## config.mk

```make
export PLATFORM = sky130hd
export DESIGN_NAME = spm_boot_sequencer
export DESIGN_NICKNAME = d
export VERILOG_FILES = /design/src/rtl/spm_boot_sequencer_pkg.sv /design/src/rtl/spm_boot_sequencer_run_timer.sv /design/src/rtl/spm_boot_sequencer.sv
export SDC_FILE = /design/constraint.sdc
export NUM_CORES = 1
export LEC_CHECK = 0
export ABC_AREA = 1
export BUFFER_PORTS_ARGS = -buffer_cell sky130_fd_sc_hd__buf_2
export CAP_MARGIN = 20
export CORE_MARGIN = 1
export CORE_UTILIZATION = 35
export DETAILED_ROUTE_END_ITERATION = 8
export GPL_ROUTABILITY_DRIVEN = 0
export SKIP_LAST_GASP = 1
export SLEW_MARGIN = 30
export SYNTH_ARGS = -nofsm -noshare
export SYNTH_HDL_FRONTEND = slang
export SYNTH_SLANG_ARGS = --single-unit
```

## constraint.sdc

```tcl
create_clock -name clk_i -period 3.4 [get_ports clk_i]
set_clock_uncertainty 0.15 [all_clocks]
set_input_delay 0.68 -clock clk_i [delete_from_list [all_inputs] [get_ports clk_i]]
set_output_delay 0.68 -clock clk_i [all_outputs]
set_load 0.1 [all_outputs]
```

## src/rtl/spm_boot_sequencer_pkg.sv

```systemverilog
// Shared types and defaults for the RISC-SPM boot/run sequencer.
// Latency: n/a (declarations only).
// Backpressure: n/a.
package spm_boot_sequencer_pkg;

  // SRAM address/data width and run-timer width defaults
  localparam int unsigned SPM_WORD_SIZE = 8;
  localparam int unsigned SPM_TIMEOUT_W = 16;

  typedef enum logic [2:0] {
    ST_IDLE  = 3'd0,
    ST_LOAD  = 3'd1,
    ST_FLUSH = 3'd2,
    ST_RUN   = 3'd3,
    ST_DONE  = 3'd4,
    ST_ERR   = 3'd5
  } spm_state_e;

  // Externally visible status flags, kept together so they update as one
  typedef struct packed {
    logic busy;
    logic done;
    logic err;
  } spm_status_t;

  // States in which a start request is honoured
  function automatic logic spm_accepts_start(input spm_state_e s);
    return (s == ST_IDLE) || (s == ST_DONE) || (s == ST_ERR);
  endfunction

endpackage

```

## src/rtl/spm_boot_sequencer_run_timer.sv

```systemverilog
// Run-cycle counter for the sequencer's RUN phase, with a terminal flag.
// Latency: terminal_o is combinational from the count, asserted in the cycle whose increment reaches all-ones.
// Backpressure: none; counts every enabled cycle.
//
// Ports:
//   clk_i, rst_ni  clock, async active-low reset
//   clear_i        synchronous clear to zero (wins over enable)
//   enable_i       count one per cycle
//   terminal_o     this cycle is the (2^TIMEOUT_W-1)-th enabled cycle since clear
module spm_boot_sequencer_run_timer
  import spm_boot_sequencer_pkg::*;
#(
  parameter int unsigned TIMEOUT_W = SPM_TIMEOUT_W
) (
  input  logic clk_i,
  input  logic rst_ni,
  input  logic clear_i,
  input  logic enable_i,
  output logic terminal_o
);

  // Count value one below all-ones: the increment out of this value
  // completes the timeout window.
  localparam logic [TIMEOUT_W-1:0] CNT_LAST_M1 = {{(TIMEOUT_W-1){1'b1}}, 1'b0};

  logic [TIMEOUT_W-1:0] cnt_q;
  logic [TIMEOUT_W-1:0] cnt_d;

  always_comb begin
    cnt_d = cnt_q;
    if (clear_i) begin
      cnt_d = '0;
    end else if (enable_i) begin
      cnt_d = cnt_q + TIMEOUT_W'(1);
    end
  end

  always_ff @(posedge clk_i or negedge rst_ni) begin
    if (!rst_ni) begin
      cnt_q <= '0;
    end else begin
      cnt_q <= cnt_d;
    end
  end

  assign terminal_o = enable_i && !clear_i && (cnt_q == CNT_LAST_M1);

endmodule

```

## src/rtl/spm_boot_sequencer.sv

```systemverilog
// Boot/run sequencer: holds the RISC-SPM core in reset, streams a program from the host into SRAM, then supervises the run.
// Latency: all outputs registered; one word written per accepted transfer, cpu_rst rises two cycles after the last accept.
// Backpressure: in_ready_o is high only in LOAD while words remain; host words outside LOAD are dropped.
//
// Ports:
//   clk_i, rst_ni                      clock, async active-low reset
//   start_i, load_base_i, load_len_i   load+run request; base/len captured on accept
//   in_valid_i, in_data_i, in_ready_o  host word stream (valid/ready)
//   mem_sel_o, mem_addr_o, mem_data_o, mem_write_o   SRAM write port and port-select
//   cpu_rst_o, cpu_halt_i              core reset (active-low) and HALT indication
//   busy_o, done_o, err_o              status
module spm_boot_sequencer
  import spm_boot_sequencer_pkg::*;
#(
  parameter int unsigned WORD_SIZE = SPM_WORD_SIZE,
  parameter int unsigned TIMEOUT_W = SPM_TIMEOUT_W
) (
  input  logic                 clk_i,
  input  logic                 rst_ni,
  input  logic                 start_i,
  input  logic [WORD_SIZE-1:0] load_base_i,
  input  logic [WORD_SIZE-1:0] load_len_i,
  input  logic                 in_valid_i,
  input  logic [WORD_SIZE-1:0] in_data_i,
  output logic                 in_ready_o,
  output logic                 mem_sel_o,
  output logic [WORD_SIZE-1:0] mem_addr_o,
  output logic [WORD_SIZE-1:0] mem_data_o,
  output logic                 mem_write_o,
  output logic                 cpu_rst_o,
  input  logic                 cpu_halt_i,
  output logic                 busy_o,
  output logic                 done_o,
  output logic                 err_o
);

  spm_state_e           state_q, state_d;
  logic [WORD_SIZE-1:0] ptr_q, ptr_d;
  logic [WORD_SIZE-1:0] rem_q, rem_d;
  logic [WORD_SIZE-1:0] mem_addr_q, mem_addr_d;
  logic [WORD_SIZE-1:0] mem_data_q, mem_data_d;
  logic                 in_ready_q, in_ready_d;
  logic                 mem_sel_q, mem_sel_d;
  logic                 mem_write_q, mem_write_d;
  logic                 cpu_rst_q, cpu_rst_d;
  spm_status_t          status_q, status_d;

  logic timer_clear;
  logic timer_en;
  logic timer_term;
  logic xfer;

  // The timer is zeroed during the single FLUSH cycle so each run starts
  // its timeout window fresh, regardless of how the previous run ended.
  assign timer_clear = (state_q == ST_FLUSH);
  assign timer_en    = (state_q == ST_RUN);

  spm_boot_sequencer_run_timer #(
    .TIMEOUT_W (TIMEOUT_W)
  ) u_run_timer (
    .clk_i      (clk_i),
    .rst_ni     (rst_ni),
    .clear_i    (timer_clear),
    .enable_i   (timer_en),
    .terminal_o (timer_term)
  );

  // in_ready_q is only ever high in LOAD, so this is the whole handshake.
  assign xfer = in_valid_i && in_ready_q;

  always_comb begin
    state_d     = state_q;
    ptr_d       = ptr_q;
    rem_d       = rem_q;
    mem_addr_d  = mem_addr_q;
    mem_data_d  = mem_data_q;
    in_ready_d  = in_ready_q;
    mem_sel_d   = mem_sel_q;
    mem_write_d = 1'b0;          // strobe lasts exactly one cycle per word
    cpu_rst_d   = cpu_rst_q;
    status_d    = status_q;

    case (state_q)
      ST_IDLE, ST_DONE, ST_ERR: begin
        if (start_i && spm_accepts_start(state_q)) begin
          ptr_d         = load_base_i;
          rem_d         = load_len_i;
          cpu_rst_d     = 1'b0;
          status_d.busy = 1'b1;
          status_d.done = 1'b0;
          status_d.err  = 1'b0;
          if (load_len_i != '0) begin
            state_d    = ST_LOAD;
            mem_sel_d  = 1'b1;
            in_ready_d = 1'b1;
          end else begin
            // Nothing to load: go straight through FLUSH to release the core
            state_d = ST_FLUSH;
          end
        end
      end

      ST_LOAD: begin
        if (xfer) begin
          mem_addr_d  = ptr_q;
          mem_data_d  = in_data_i;
          mem_write_d = 1'b1;
          ptr_d       = ptr_q + WORD_SIZE'(1);   // wraps past the top of SRAM
          rem_d       = rem_q - WORD_SIZE'(1);
          if (rem_q == WORD_SIZE'(1)) begin
            in_ready_d = 1'b0;
            state_d    = ST_FLUSH;
          end
        end
      end

      ST_FLUSH: begin
        // The last write strobe is on the port during this cycle with
        // mem_sel still high; the port is handed to the CPU only after it.
        mem_sel_d = 1'b0;
        cpu_rst_d = 1'b1;
        state_d   = ST_RUN;
      end

      ST_RUN: begin
        // A HALT seen in the final timeout cycle still counts as success
        if (cpu_halt_i) begin
          state_d       = ST_DONE;
          cpu_rst_d     = 1'b0;
          status_d.busy = 1'b0;
          status_d.done = 1'b1;
        end else if (timer_term) begin
          state_d       = ST_ERR;
          cpu_rst_d     = 1'b0;
          status_d.busy = 1'b0;
          status_d.err  = 1'b1;
        end
      end

      default: begin
        state_d       = ST_IDLE;
        in_ready_d    = 1'b0;
        mem_sel_d     = 1'b0;
        cpu_rst_d     = 1'b0;
        status_d      = '0;
      end
    endcase
  end

  always_ff @(posedge clk_i or negedge rst_ni) begin
    if (!rst_ni) begin
      state_q     <= ST_IDLE;
      ptr_q       <= '0;
      rem_q       <= '0;
      mem_addr_q  <= '0;
      mem_data_q  <= '0;
      in_ready_q  <= 1'b0;
      mem_sel_q   <= 1'b0;
      mem_write_q <= 1'b0;
      cpu_rst_q   <= 1'b0;
      status_q    <= '0;
    end else begin
      state_q     <= state_d;
      ptr_q       <= ptr_d;
      rem_q       <= rem_d;
      mem_addr_q  <= mem_addr_d;
      mem_data_q  <= mem_data_d;
      in_ready_q  <= in_ready_d;
      mem_sel_q   <= mem_sel_d;
      mem_write_q <= mem_write_d;
      cpu_rst_q   <= cpu_rst_d;
      status_q    <= status_d;
    end
  end

  assign in_ready_o  = in_ready_q;
  assign mem_sel_o   = mem_sel_q;
  assign mem_addr_o  = mem_addr_q;
  assign mem_data_o  = mem_data_q;
  assign mem_write_o = mem_write_q;
  assign cpu_rst_o   = cpu_rst_q;
  assign busy_o      = status_q.busy;
  assign done_o      = status_q.done;
  assign err_o       = status_q.err;

endmodule

```

==> flow_metrics.env <==
export IMPL_nets=520
export IMPL_die_y_um=96.5
export IMPL_rows=34
export IMPL_async_reset_ff_share_pct=100
export IMPL_dp_hpwl_mm=5.27
export IMPL_met2_usage_pct=27.2
export IMPL_cts_tree="built"
export IMPL_firstDrtPassIters=5
export IMPL_core_sq_um=8680
export IMPL_cp_startpoint="state_q[2]$_DFFE_PN0P_"
export IMPL_crit_chain="inv_2 > nand2_2 > nor2_4 > buf_4 > nand2_2 > nand2_4 > inv_1 > a21oi_1 > nor2_1"
export IMPL_place_area_sq_um=3480
export IMPL_worst_setup_path_type="reg -> reg"
export IMPL_ir_worst_vdd_uv=442
export IMPL_slowest_delay_ns=0.44
export IMPL_relSlewSlack_pct=58.9
export IMPL_syn_avg_cell_area_sq_um=7.25
export IMPL_syn_area_sq_um=3120
export IMPL_fin_setup_tns_ns=0
export IMPL_cts_buffers=9
export IMPL_routedWlPerCell_um=12.1
export IMPL_drive_gt1_share_pct=16.9
export IMPL_cts_clk_slew_worst_paths_ns=0.07
export IMPL_cp_end_kind="register"
export IMPL_track_usage_pct=16.9
export IMPL_critical_path_slowest_cell="dfrtp_1"
export IMPL_multiInputGateArea_sq_um=1460
export IMPL_cp_common_cell="nand2_2"
export IMPL_syn_inst=431
export IMPL_antenna_found_initial=0
export IMPL_rsz0062_at_grt="no"
export IMPL_start_util_pct=36.0
export IMPL_cp_max_fo=27
export IMPL_max_cap_violations=0
export IMPL_finalCritPeriodShare_pct=64.8
export IMPL_synth_edf_count=0
export IMPL_reg2reg_slack_ns=1.20
export IMPL_diodes=0
export IMPL_clkLatencyLatePin_ns=0.33
export IMPL_worst_ep_arrival_time_ns=2.27
export IMPL_hp_class="in -> async"
export IMPL_drt_vias_per_instance=4.74
export IMPL_use_met1_pct=22.0
export IMPL_stdcell_area_sq_um=3680
export IMPL_outcome="completed"
export IMPL_yosysSeqAreaShare_pct=46.5
export IMPL_fin_crit_ns=2.20
export IMPL_grt_max_degree=33
export IMPL_yosys_warnings=0
export IMPL_syn_to_final_growth_pct=17.8
export IMPL_num_fill_cells=912
export IMPL_ctsResizeCount=0
export IMPL_worst_slew_pin_slew_ns=0.616
export IMPL_register_area_sq_um=1450
export IMPL_postCtsSetupBuffers=0
export IMPL_die_w_um=96.5
export IMPL_timing_rr_start="state_q[2]$_DFFE_PN0P_"
export IMPL_die_area_sq_um=9300
export IMPL_ant_nets=0
export IMPL_grtUsageMet3_pct=5.48
export IMPL_root_buffer="clkbuf_8"
export IMPL_slew_viol_final=0
export IMPL_finalSetupViolations=0
export IMPL_grt_overflow=0
export IMPL_synth_seq_cells=58
export IMPL_grt_pass1_wl_mm=11.8
export IMPL_grt_pass1_vias=2537
export IMPL_syn_nets=465
export IMPL_routed_wl_mm=7.25
export IMPL_grt_busiest_layer="met2"
export IMPL_portBuffers=51
export IMPL_cts_buffer_depth=2
export IMPL_htree_levels=3
export IMPL_route_detailed_drc=0
export IMPL_io_pins=52
export IMPL_hold_buffers=0
export IMPL_start_kind="register"
export IMPL_final_hold_violation_count=0
export IMPL_power_density_nw_per_um2=1050
export IMPL_p_leak_nw=1.91
export IMPL_drtIter0Drc=115
export IMPL_ys_types=28
export IMPL_cp_required_ns=3.47
export IMPL_fmax_ghz=0.454
export IMPL_dr_total_vias=2837
export IMPL_cts_sinks=58
export IMPL_synth_ff_type="dfrtp_1"
[kinds of logic after synthesis]
group / share of synthesized area (%)
simple gates: 34.2
flops: 46.5
compound gates: 9.37
buf+inv: 6.85
fa+ha+maj: 2.00
xor+xnor: 1.12
[through the flow]
stage	utilization (%)	instances	power (mW)	hold slack [ns]	setup WS (ns)
CTS	42.4	598	3.89	0.224	1.20
floorplan	-	431	2.81	0.234	1.57
detailed placement	40.1	583	3.20	0.315	1.20
global placement	40.1	583	3.18	0.305	1.23
global route	42.4	598	4.14	0.235	1.01
finish	42.4	598	3.85	0.209	1.20
[path summary, 6_finish.rpt]
path	endpoint	cells past startpoint
max	ptr_q[6]$_DFFE_PN0P_	9
min	u_run_timer.cnt_q[2]$_DFFE_PN0P_	1
max reg2reg	ptr_q[6]$_DFFE_PN0P_	9
min reg2reg	cpu_rst_o$_DFFE_PN0P_	2
max in group asynchronous	ptr_q[3]$_DFFE_PN0P_	2
min in group clk_i	cpu_rst_o$_DFFE_PN0P_	2
[flip-flops by register name, summed over array words and instances (netlist names)]
signal / cells
u_run_timer.cnt_q: 16
mem_addr_o: 8
mem_data_o: 8
ptr_q: 8
rem_q: 8
state_q: 3
busy_o: 1
cpu_rst_o: 1
done_o: 1
err_o: 1
in_ready_o: 1
mem_sel_o: 1
mem_write_o: 1
[cell type report]
| cell class | count | area share [%] |
|---|---|---|
| multi-input combinational | 321 | 39.6 |
| timing repair buffer | 53 | 7.34 |
| tap | 108 | 3.67 |
| clock inverter | 2 | 0.952 |
| clock buffer | 13 | 4.59 |
| inverter | 43 | 4.39 |
| sequential | 58 | 39.4 |
[critical path, delay by kind of cell (launching register included)]
kind	cells	cell delay, ns
AO/OA/AOI/OAI	1	0.15
buffers and inverters	3	0.48
flip-flops	1	0.44
AND/OR/NAND/NOR	5	0.84
[power breakdown]
group          switching, mW  internal (mW)
sequential             0.204          0.936
combinational           1.60          0.445
clock                  0.270          0.394
total                   2.07           1.77
[cells in the mapped netlist (all sizes together) (3+ instances only)]
| cell | instances | area share, % |
|---|---|---|
| or2 | 4 | 0.80 |
| inv | 43 | 5.2 |
| nor2 | 59 | 7.7 |
| dfrtp | 58 | 46 |
| xor2 | 3 | 0.84 |
| nand4 | 9 | 1.8 |
| nand2 | 161 | 20 |
| a21oi | 13 | 2.1 |
| nand3 | 21 | 3.4 |
| ha | 5 | 2.0 |
| buf | 8 | 1.6 |
| nor3 | 4 | 0.64 |
| o21ai | 31 | 5.1 |
| a31oi | 3 | 0.60 |
[cell usage in the layout (no fill, tap or decap), drive strengths merged]
| master | count |
|---|---|
| inv | 43 |
| nand2 | 161 |
| nor2 | 59 |
| clkinv | 1 |
| or2 | 4 |
| xor2 | 3 |
| ha | 5 |
| nand4 | 9 |
| dfrtp | 58 |
| bufinv | 1 |
| a21oi | 13 |
| o21bai | 2 |
| nand3 | 21 |
| nor3 | 4 |
| clkbuf | 13 |
| buf | 53 |
| o211ai | 1 |
| o22ai | 2 |
| o21a | 2 |
| o21ai | 31 |
| xnor2 | 1 |
| a31oi | 3 |
[layer usage]
| layer | up-vias | wire, um |
|---|---|---|
| met3 | 2 | 302 |
| met2 | 49 | 3530 |
| li1 | 1472 | - |
| met4 | 0 | 29 |
| met1 | 1314 | 3390 |
| met5 | - | 0 |
(Power assumes the default switching activity.)
